`config.mk`:
```
export PLATFORM = sky130hd
export DESIGN_NAME = mem_access_unit_flat
export DESIGN_NICKNAME = d
export VERILOG_FILES = /design/src/rtl/mem_access_unit_if.sv /design/src/rtl/mem_access_unit.sv /design/src/flat_wrapper.sv
export SDC_FILE = /design/constraint.sdc
export NUM_CORES = 1
export LEC_CHECK = 0
export ABC_AREA = 1
export CORE_ASPECT_RATIO = 1.75
export CORE_MARGIN = 2
export CORE_UTILIZATION = 46
export CTS_CLUSTER_DIAMETER = 40
export DETAILED_ROUTE_END_ITERATION = 6
export PLACE_DENSITY = 0.92
export SKIP_CTS_REPAIR_TIMING = 1
export SLEW_MARGIN = 20
export SYNTH_ARGS = -nofsm -noshare
export SYNTH_HDL_FRONTEND = slang
export SYNTH_SLANG_ARGS = --single-unit
```
`constraint.sdc`:
```
create_clock -name clk -period 2.2 [get_ports clk]
set_input_delay 0.44 -clock clk [delete_from_list [all_inputs] [get_ports clk]]
set_output_delay 0.44 -clock clk [all_outputs]
set_load 0.005 [all_outputs]
```
`src/rtl/mem_access_unit_if.sv`:
```
`timescale 1ns/1ps
`default_nettype none
// ============================================================================
// Module      : mem_access_unit_if
// Description : Request/response and RAM-side signal bundle of the data-memory
//               responder. The slave modport is the responder's view; the
//               master modport is the view of the requester plus the RAM.
// Revision    : 1.0 - initial release
// ============================================================================
interface mem_access_unit_if #(
   parameter int ADDR_W = 10
) ();
   logic              req_valid;
   logic              req_ready;
   logic              memRead;
   logic              memWrite;
   logic [1:0]        memDataSize;
   logic              memBitExt;
   logic [31:0]       addr;
   logic [31:0]       wdata;
   logic [31:0]       rdata;
   logic              done;
   logic              err;
   logic              ram_en;
   logic              ram_we;
   logic [ADDR_W-1:0] ram_addr;
   logic [31:0]       ram_wdata;
   logic [31:0]       ram_rdata;

   modport master (
      output req_valid, memRead, memWrite, memDataSize, memBitExt, addr, wdata,
      output ram_rdata,
      input  req_ready, rdata, done, err,
      input  ram_en, ram_we, ram_addr, ram_wdata
   );

   modport slave (
      input  req_valid, memRead, memWrite, memDataSize, memBitExt, addr, wdata,
      input  ram_rdata,
      output req_ready, rdata, done, err,
      output ram_en, ram_we, ram_addr, ram_wdata
   );
endinterface
`default_nettype wire

```
`src/rtl/mem_access_unit.sv`:
```
`timescale 1ns/1ps
`default_nettype none
// ============================================================================
// Module      : mem_access_unit
// Description : Data-memory responder for a MIPS32 core. Performs word,
//               halfword and byte loads/stores against a word-wide synchronous
//               RAM without byte enables. Sub-word stores are done as
//               read-modify-write; loads are sign/zero extended.
//               Optional macro MEM_ALIGN_CHECK_EN rejects misaligned halfword
//               and word accesses with err.
// Revision    : 1.0 - initial release
// ============================================================================
module mem_access_unit #(
   parameter int ADDR_W = 10
) (
   input  logic                  clk,
   input  logic                  rst_n,
   mem_access_unit_if.slave      bus
);

   localparam logic [2:0] S_IDLE = 3'd0;
   localparam logic [2:0] S_RD   = 3'd1;
   localparam logic [2:0] S_RDW  = 3'd2;
   localparam logic [2:0] S_WR   = 3'd3;
   localparam logic [2:0] S_DONE = 3'd4;

   logic [2:0]        state;
   logic [2:0]        state_nxt;

   // Latched request
   logic              op_wr;
   logic [1:0]        size_r;
   logic              ext_r;
   logic [1:0]        lane_r;
   logic [ADDR_W-1:0] addr_r;
   logic              err_r;
   // Holds latched store data, then the merged word for sub-word stores
   logic [31:0]       wword_r;
   logic [31:0]       rdata_r;

   logic              accept;
   logic              req_err;
   logic              misaligned;
   logic              req_is_word;
   logic              req_is_half;
   logic [31:0]       load_word;
   logic [31:0]       merge_word;
   logic [7:0]        byte_sel;
   logic [15:0]       half_sel;

   assign req_is_word = (bus.memDataSize == 2'd0) || (bus.memDataSize == 2'd3);
   assign req_is_half = (bus.memDataSize == 2'd1);
   // A request with neither read nor write is never accepted
   assign accept      = (state == S_IDLE) && bus.req_valid && (bus.memRead || bus.memWrite);

`ifdef MEM_ALIGN_CHECK_EN
   assign misaligned  = (req_is_half && bus.addr[0]) || (req_is_word && (bus.addr[1:0] != 2'b00));
`else
   assign misaligned  = 1'b0;
`endif
   assign req_err     = (bus.memRead && bus.memWrite) || misaligned;

   // State register
   always_ff @(posedge clk or negedge rst_n) begin
      if (!rst_n) state <= S_IDLE;
      else        state <= state_nxt;
   end

   // Next-state decode
   always_comb begin
      state_nxt = state;
      case (state)
         S_IDLE: begin
            if (accept) begin
               if (req_err)           state_nxt = S_DONE;
               else if (bus.memRead)  state_nxt = S_RD;
               else if (req_is_word)  state_nxt = S_WR;
               else                   state_nxt = S_RD;
            end
         end
         S_RD:    state_nxt = S_RDW;
         S_RDW:   state_nxt = op_wr ? S_WR : S_DONE;
         S_WR:    state_nxt = S_DONE;
         S_DONE:  state_nxt = S_IDLE;
         default: state_nxt = S_IDLE;
      endcase
   end

   // Outputs decoded from state; address/data come straight from registers
   always_comb begin
      bus.req_ready = (state == S_IDLE);
      bus.ram_en    = (state == S_RD) || (state == S_WR);
      bus.ram_we    = (state == S_WR);
      bus.done      = (state == S_DONE);
      bus.err       = (state == S_DONE) && err_r;
   end

   assign bus.ram_addr  = addr_r;
   assign bus.ram_wdata = wword_r;
   assign bus.rdata     = rdata_r;

   // Lane extraction and extension of the returned RAM word for loads
   always_comb begin
      byte_sel  = bus.ram_rdata[{lane_r, 3'b000} +: 8];
      half_sel  = lane_r[1] ? bus.ram_rdata[31:16] : bus.ram_rdata[15:0];
      case (size_r)
         2'd1:    load_word = {{16{!ext_r && half_sel[15]}}, half_sel};
         2'd2:    load_word = {{24{!ext_r && byte_sel[7]}}, byte_sel};
         default: load_word = bus.ram_rdata;
      endcase
   end

   // Insert the low store bits into the addressed lane of the RAM word
   always_comb begin
      merge_word = bus.ram_rdata;
      case (size_r)
         2'd1: begin
            if (lane_r[1]) merge_word[31:16] = wword_r[15:0];
            else           merge_word[15:0]  = wword_r[15:0];
         end
         2'd2:    merge_word[{lane_r, 3'b000} +: 8] = wword_r[7:0];
         default: merge_word = wword_r;
      endcase
   end

   // Request latch, merge register and load result register
   always_ff @(posedge clk or negedge rst_n) begin
      if (!rst_n) begin
         op_wr   <= 1'b0;
         size_r  <= 2'd0;
         ext_r   <= 1'b0;
         lane_r  <= 2'd0;
         addr_r  <= '0;
         err_r   <= 1'b0;
         wword_r <= 32'd0;
         rdata_r <= 32'd0;
      end else if (accept) begin
         op_wr   <= bus.memWrite;
         size_r  <= bus.memDataSize;
         ext_r   <= bus.memBitExt;
         lane_r  <= bus.addr[1:0];
         addr_r  <= bus.addr[ADDR_W+1:2];
         err_r   <= req_err;
         wword_r <= bus.wdata;
      end else if (state == S_RDW) begin
         if (op_wr) wword_r <= merge_word;
         else       rdata_r <= load_word;
      end
   end

endmodule
`default_nettype wire

```
`src/flat_wrapper.sv`:
```
// flat-port wrapper written by rule: the top's interface ports become plain ports
module mem_access_unit_flat 
#(
   parameter int ADDR_W = 10
)
  (clk, rst_n, bus_req_valid, bus_memRead, bus_memWrite, bus_memDataSize, bus_memBitExt, bus_addr, bus_wdata, bus_ram_rdata, bus_req_ready, bus_rdata, bus_done, bus_err, bus_ram_en, bus_ram_we, bus_ram_addr, bus_ram_wdata);
  mem_access_unit_if #(.ADDR_W(ADDR_W)) bus_i ();
  input  logic clk;
  input  logic rst_n;
  input wire logic [$bits(bus_i.req_valid)-1:0] bus_req_valid;
  input wire logic [$bits(bus_i.memRead)-1:0] bus_memRead;
  input wire logic [$bits(bus_i.memWrite)-1:0] bus_memWrite;
  input wire logic [$bits(bus_i.memDataSize)-1:0] bus_memDataSize;
  input wire logic [$bits(bus_i.memBitExt)-1:0] bus_memBitExt;
  input wire logic [$bits(bus_i.addr)-1:0] bus_addr;
  input wire logic [$bits(bus_i.wdata)-1:0] bus_wdata;
  input wire logic [$bits(bus_i.ram_rdata)-1:0] bus_ram_rdata;
  output wire logic [$bits(bus_i.req_ready)-1:0] bus_req_ready;
  output wire logic [$bits(bus_i.rdata)-1:0] bus_rdata;
  output wire logic [$bits(bus_i.done)-1:0] bus_done;
  output wire logic [$bits(bus_i.err)-1:0] bus_err;
  output wire logic [$bits(bus_i.ram_en)-1:0] bus_ram_en;
  output wire logic [$bits(bus_i.ram_we)-1:0] bus_ram_we;
  output wire logic [$bits(bus_i.ram_addr)-1:0] bus_ram_addr;
  output wire logic [$bits(bus_i.ram_wdata)-1:0] bus_ram_wdata;
  assign bus_i.req_valid = bus_req_valid;
  assign bus_i.memRead = bus_memRead;
  assign bus_i.memWrite = bus_memWrite;
  assign bus_i.memDataSize = bus_memDataSize;
  assign bus_i.memBitExt = bus_memBitExt;
  assign bus_i.addr = bus_addr;
  assign bus_i.wdata = bus_wdata;
  assign bus_i.ram_rdata = bus_ram_rdata;
  assign bus_req_ready = bus_i.req_ready;
  assign bus_rdata = bus_i.rdata;
  assign bus_done = bus_i.done;
  assign bus_err = bus_i.err;
  assign bus_ram_en = bus_i.ram_en;
  assign bus_ram_we = bus_i.ram_we;
  assign bus_ram_addr = bus_i.ram_addr;
  assign bus_ram_wdata = bus_i.ram_wdata;
  mem_access_unit #(.ADDR_W(ADDR_W)) u_core (.clk(clk), .rst_n(rst_n), .bus(bus_i));
endmodule
```
### Yosys cells after proc, flatten, opt, wreduce, memory -nomap -nowiden

Cells that the tools add are included.

* register bits after elaboration: 84
* latch bits: 0
* bits in writable memories: 0
* bits in read-only memories: 0
* input bits: 104
* output and inout bits: 79
* word-level logic and storage cells: 58
* memories kept: 0

* add/subtract/negate cells: 1
* $mul: 0
* divide/modulo/power cells: 0
* order comparisons: 0
* equality and inequality tests: 9
* shifts and indexed selects: 3
* muxes and demuxes: 15
* bitwise operators: 2
* reductions and logical operators: 18

Operator list (number)
* case mux 32 bit (2 select lines): 2
* two-way mux 32 bit: 3
* two-way mux 16 bit: 3
* bitwise mux 32 bit: 1
* variable shift 8 x 7 -> 32 bit (first input constant): 1
* indexed part select 32 x 6 -> 8 bit: 1
* indexed part select 8 x 7 -> 32 bit: 1
* two-way mux 3 bit: 4
* case mux 3 bit (4 select lines): 1
* negator 5 -> 7 bit: 1
* == test 3 x 2 -> 1 bit (second input constant): 2
* logical AND 1 bit: 6
* AND reduction 3 bit: 2
* == test 2 bit (second input constant): 2
* AND reduction 4 bit: 1
* nonzero test 2 bit: 2
* == test 3 x 1 -> 1 bit (second input constant): 1
* == test 3 bit (second input constant): 1
* logical NOT 3 bit: 1
* logical OR 1 bit: 3
* inequality test 3 x 1 -> 1 bit (second input constant): 1
* nonzero test 3 bit: 1
* == test 2 x 1 -> 1 bit (second input constant): 1
* logical NOT 2 bit: 1
* 4 further kinds: 5

### Logic depth before layout (Yosys ltp)

* depth after elaboration: 7
* depth in mapped cells: 13

### Least setup slack after synthesis

No wires, ideal clock.

* path kind: register -> register
* start: register u_core.lane_r[1]
* end: register u_core.wword_r[0] (netlist: u_core.bus.ram_wdata[0])
* setup time: 0.065 ns
* arrival: 1.881 ns
* data required time: 2.135 ns
* slack: 0.254 ns
* stages on the path, launching flop included: 11
* path through: dfrtp_1 -> buf_2 -> inv_1 -> buf_2 -> ha_1 -> clkinv_1 -> nor3_1 -> nand3_2 -> nand3_2 -> nand2_1 -> nand2_1

* cells in the longest elaborated chain, start to end: 7
* elaborated cells between the ends (all ways): 10
* classes of those cells: add/sub (1); eq/ne (1); shift (2); mux (5); reduce/logical (1)

RTL lines
* start: declaration: RTL line mem_access_unit.sv:34 `logic [1:0] lane_r;`
* start signal: assignment: RTL line mem_access_unit.sv:141 `lane_r <= bus.addr[1:0];`
* negator 5 -> 7 bit: RTL line mem_access_unit.sv:121 `2'd2: merge_word[{lane_r, 3'b000} +: 8] = wword_r[7:0];`
* indexed part select 8 x 7 -> 32 bit or variable shift 8 x 7 -> 32 bit (tied branches): RTL line mem_access_unit.sv:121
* bitwise mux 32 bit: RTL line mem_access_unit.sv:121
* case mux 32 bit (2 select lines): RTL line mem_access_unit.sv:116 `case (size_r)`
* two-way mux 32 bit: RTL line mem_access_unit.sv:146 `if (op_wr) wword_r <= merge_word;`
* two-way mux 32 bit: RTL line mem_access_unit.sv:145 `end else if (state == S_RDW) begin`
* two-way mux 32 bit: RTL line mem_access_unit.sv:137 `end else if (accept) begin`
* end signal: assignment: RTL line mem_access_unit.sv:144 `wword_r <= bus.wdata;`
* end signal: assignment: RTL line mem_access_unit.sv:146
* end: declaration: RTL line mem_access_unit.sv:38 `logic [31:0] wword_r;`

Parallel ways exist; a longest one is shown, timed or not. The select of a mux whose other input is x is not followed.
A chain may end at the register's enable or synchronous reset.

### Final worst setup path

* start: register u_core.state[1]
* end: output port bus_req_ready

* cells in the longest elaborated chain, start to end: 1

RTL lines
* start: declaration: RTL line mem_access_unit.sv:27 `logic [2:0] state;`
* start signal: assignment: RTL line mem_access_unit.sv:66 `else state <= state_nxt;`
* logical NOT 3 bit: RTL line mem_access_unit.sv:91 `bus.req_ready = (state == S_IDLE);`
* end: declaration: RTL line flat_wrapper.sv:18 `output wire logic [$bits(bus_i.req_ready)-1:0] bus_req_ready;`

Every way passes these cells.

==> results.sh <==
export IMPL_status="finished, violations left"
export IMPL_violations="negative hold slack"
export IMPL_yosysWarnings=0
export IMPL_clkSinkCount=84
export IMPL_multi_input_area_um2=2660
export IMPL_n_fill_cell=932
export IMPL_avgSynthCellArea_um2=6.97
export IMPL_fin_worst_skew_ns=0.00790
export IMPL_regToRegSetupSlack_ns=0.22
export IMPL_final_nets=1016
export IMPL_place_area_um2=7010
export IMPL_synth_cell_type_count=37
export IMPL_gr_usage_all_layers_pct=28.8
export IMPL_setup_violations=0
export IMPL_layout_common_cells="nand2_1, clkdlybuf4s50_1, dfrtp_1"
export IMPL_synth_nets=851
export IMPL_clk_pin_slew_worst_paths_ns=0.07
export IMPL_core_area_um2=11000
export IMPL_total_power_mw=10.5
export IMPL_start_util_pct=46.7
export IMPL_drv_slew=0
export IMPL_drv_cap=0
export IMPL_final_common_cell="nand2_1"
export IMPL_worstSetupPathType="reg -> out"
export IMPL_clk_latency_ns=0.34
export IMPL_drtPass1Iterations=5
export IMPL_hp_class="in -> async"
export IMPL_start_kind="flip-flop"
export IMPL_p_leak_nw=3.53
export IMPL_place_inst=1026
export IMPL_slew_headroom_pct=71.1
export IMPL_syn_to_final_growth_pct=42.3
export IMPL_tightest_slew_ns=0.429
export IMPL_arrival_ns=1.70
export IMPL_setup_tns_ns=0
export IMPL_synthTopCellsByArea="dfrtp_1, nand2_1, a21oi_1"
export IMPL_grt_start_max_net_pins=47
export IMPL_final_util_pct=66.5
export IMPL_timing_final_crit_share_pct=97.1
export IMPL_layoutNonFillerInstCount=1043
export IMPL_cts_htree_levels=3
export IMPL_portBuffers=162
export IMPL_gp_congestion=1.01
export IMPL_dieWidth_um=84.0
export IMPL_drive_gt1_share_pct=8.68
export IMPL_seq_area_um2=2100
export IMPL_synth_top_area_cell="dfrtp_1"
export IMPL_cts_tree="built"
export IMPL_p_per_area_nw_per_um2=1440
export IMPL_postSynthCellCount=740
export IMPL_rows=51
export IMPL_antenna_found_initial=1
export IMPL_ir_drop_v=0.000858
export IMPL_end_kind="output port"
export IMPL_clockRootBuffer="clkbuf_16"
export IMPL_drt_iter0_markers=862
export IMPL_cts_buffer_depth=2
export IMPL_rsz0062_at_grt="no"
export IMPL_ios=183
export IMPL_postRouteAntennaNets=0
export IMPL_ys_ff_latch=84
export IMPL_grt_ovfl_total=0
export IMPL_yosysTopAreaCellShare_pct=40.8
export IMPL_netlist_area_um2=5160
export IMPL_dieHeight_um=144
export IMPL_cp_required_ns=1.76
export IMPL_ys_seq_area_share_pct=40.8
export IMPL_vias=5879
export IMPL_hold_violations=6
export IMPL_grt_pass1_wl_um=27400
export IMPL_drc=0
export IMPL_wirelength_um=17800
export IMPL_hpwl_um=13200
export IMPL_hold_ws_ns=-0.00842
export IMPL_drt_wirelength_per_cell_um=17.1
export IMPL_path_max_fanout=5
export IMPL_postLayoutCellArea_um2=7340
export IMPL_cts_buffers_inserted=9
export IMPL_die_area_um2=12100
export IMPL_viasPerCell=5.64
export IMPL_fin_crit_ns=2.14
export IMPL_grt_pass1_vias=5354
export IMPL_fmax_mhz=468
==> report_power, final <==
part	switching, mW	internal (mW)	total [mW]
combinational	3.22	2.78	6.00
sequential	0.573	2.31	2.88
clock	0.628	1.03	1.66
total	4.43	6.12	10.5
==> per-layer routing <==
metal / part of all wire, % / wire length [µm] / global-route usage (%) / up-vias
met5: 0 / 0 / 0 / -
met4: 7.3 / 1300 / 20.2 / 0
met3: 8.0 / 1420 / 5.02 / 88
met2: 48 / 8490 / 46.3 / 405
met1: 37 / 6610 / 34.9 / 2658
li1: - / - / - / 2728
==> per-stage QoR <==
| step | setup slack [ns] | hold slack, ns |
|---|---|---|
| 2_1_floorplan | 0.254 | 0.144 |
| 3_3_place_gp | 0.0827 | 0.361 |
| 3_5_place_dp | 0.0184 | 0.363 |
| 4_1_cts | 0.0231 | -0.00408 |
| 5_1_grt | 0.00872 | 0.00977 |
| 6_report | 0.0629 | -0.00842 |
==> registers in the layout (all words and copies together) (netlist names) <==
register              flops
u_core.state              3
u_core.bus.ram_addr      10
u_core.lane_r             2
u_core.op_wr              1
u_core.bus.ram_wdata     32
u_core.size_r             2
u_core.err_r              1
u_core.ext_r              1
u_core.bus.rdata         32
==> cell usage after synthesis <==
master,instances
and2_1,1
nand3_1,42
a31oi_1,1
nand3_4,1
nor3_1,3
nor2_4,1
a21oi_1,65
inv_1,48
a21boi_1,4
xnor2_1,1
buf_1,2
nand4_1,9
o21ai_1,15
or2_0,3
o21ai_0,51
dfrtp_1,84
nand2_4,2
inv_2,5
ha_1,7
and3_1,1
a21boi_0,12
clkbuf_1,12
nand4_4,1
clkbuf_2,1
o211ai_1,5
nor2_1,29
nand2_1,280
or2_2,16
buf_2,18
nand3_2,3
nand2_2,1
clkinv_1,2
o22ai_1,5
or2_1,3
buf_6,2
o21ai_2,1
buf_4,3
==> layout make-up <==
| type | count | share of cell area [%] |
|---|---|---|
| Antenna cell | 1 | 0.0341 |
| Clock buffer | 11 | 3.31 |
| Clock inverter | 5 | 1.16 |
| Inverter | 55 | 2.81 |
| Multi-Input combinational cell | 563 | 36.3 |
| Sequential cell | 84 | 28.7 |
| Tap cell | 132 | 2.25 |
| Timing Repair Buffer | 192 | 25.5 |
==> logic make-up after synthesis <==
logic type	share of synthesized area, %
buffers and inverters	7.74
adder cells (fa/ha/maj)	1.70
AO/OA/AOI/OAI	16.7
AND/OR/NAND/NOR	33.0
flip-flops	40.8
XOR/XNOR	0.170
==> critical path, stage by stage, from the launching register on <==
cell and delay [ns]:
dfrtp_2 0.45, nor2_4 0.15, nand2_1 0.13, inv_1 0.11, clkdlybuf4s50_1 0.51
==> final timing paths <==
| check | start | endpoint | cells after the start |
|---|---|---|---|
| setup / recovery | u_core.state[1] | bus_req_ready | 4 |
| hold / removal | rst_n | u_core.bus.rdata[23] | 1 |
| setup reg to reg | u_core.size_r[0] | u_core.bus.rdata[2] | 8 |
| hold reg to reg | u_core.bus.ram_wdata[22] | u_core.bus.ram_wdata[22] | 2 |
| max in group asynchronous | rst_n | u_core.bus.ram_addr[3] | 2 |
| min in group clk | u_core.bus.ram_wdata[22] | u_core.bus.ram_wdata[22] | 2 |
No activity file was read; power rests on OpenSTA's default activity.
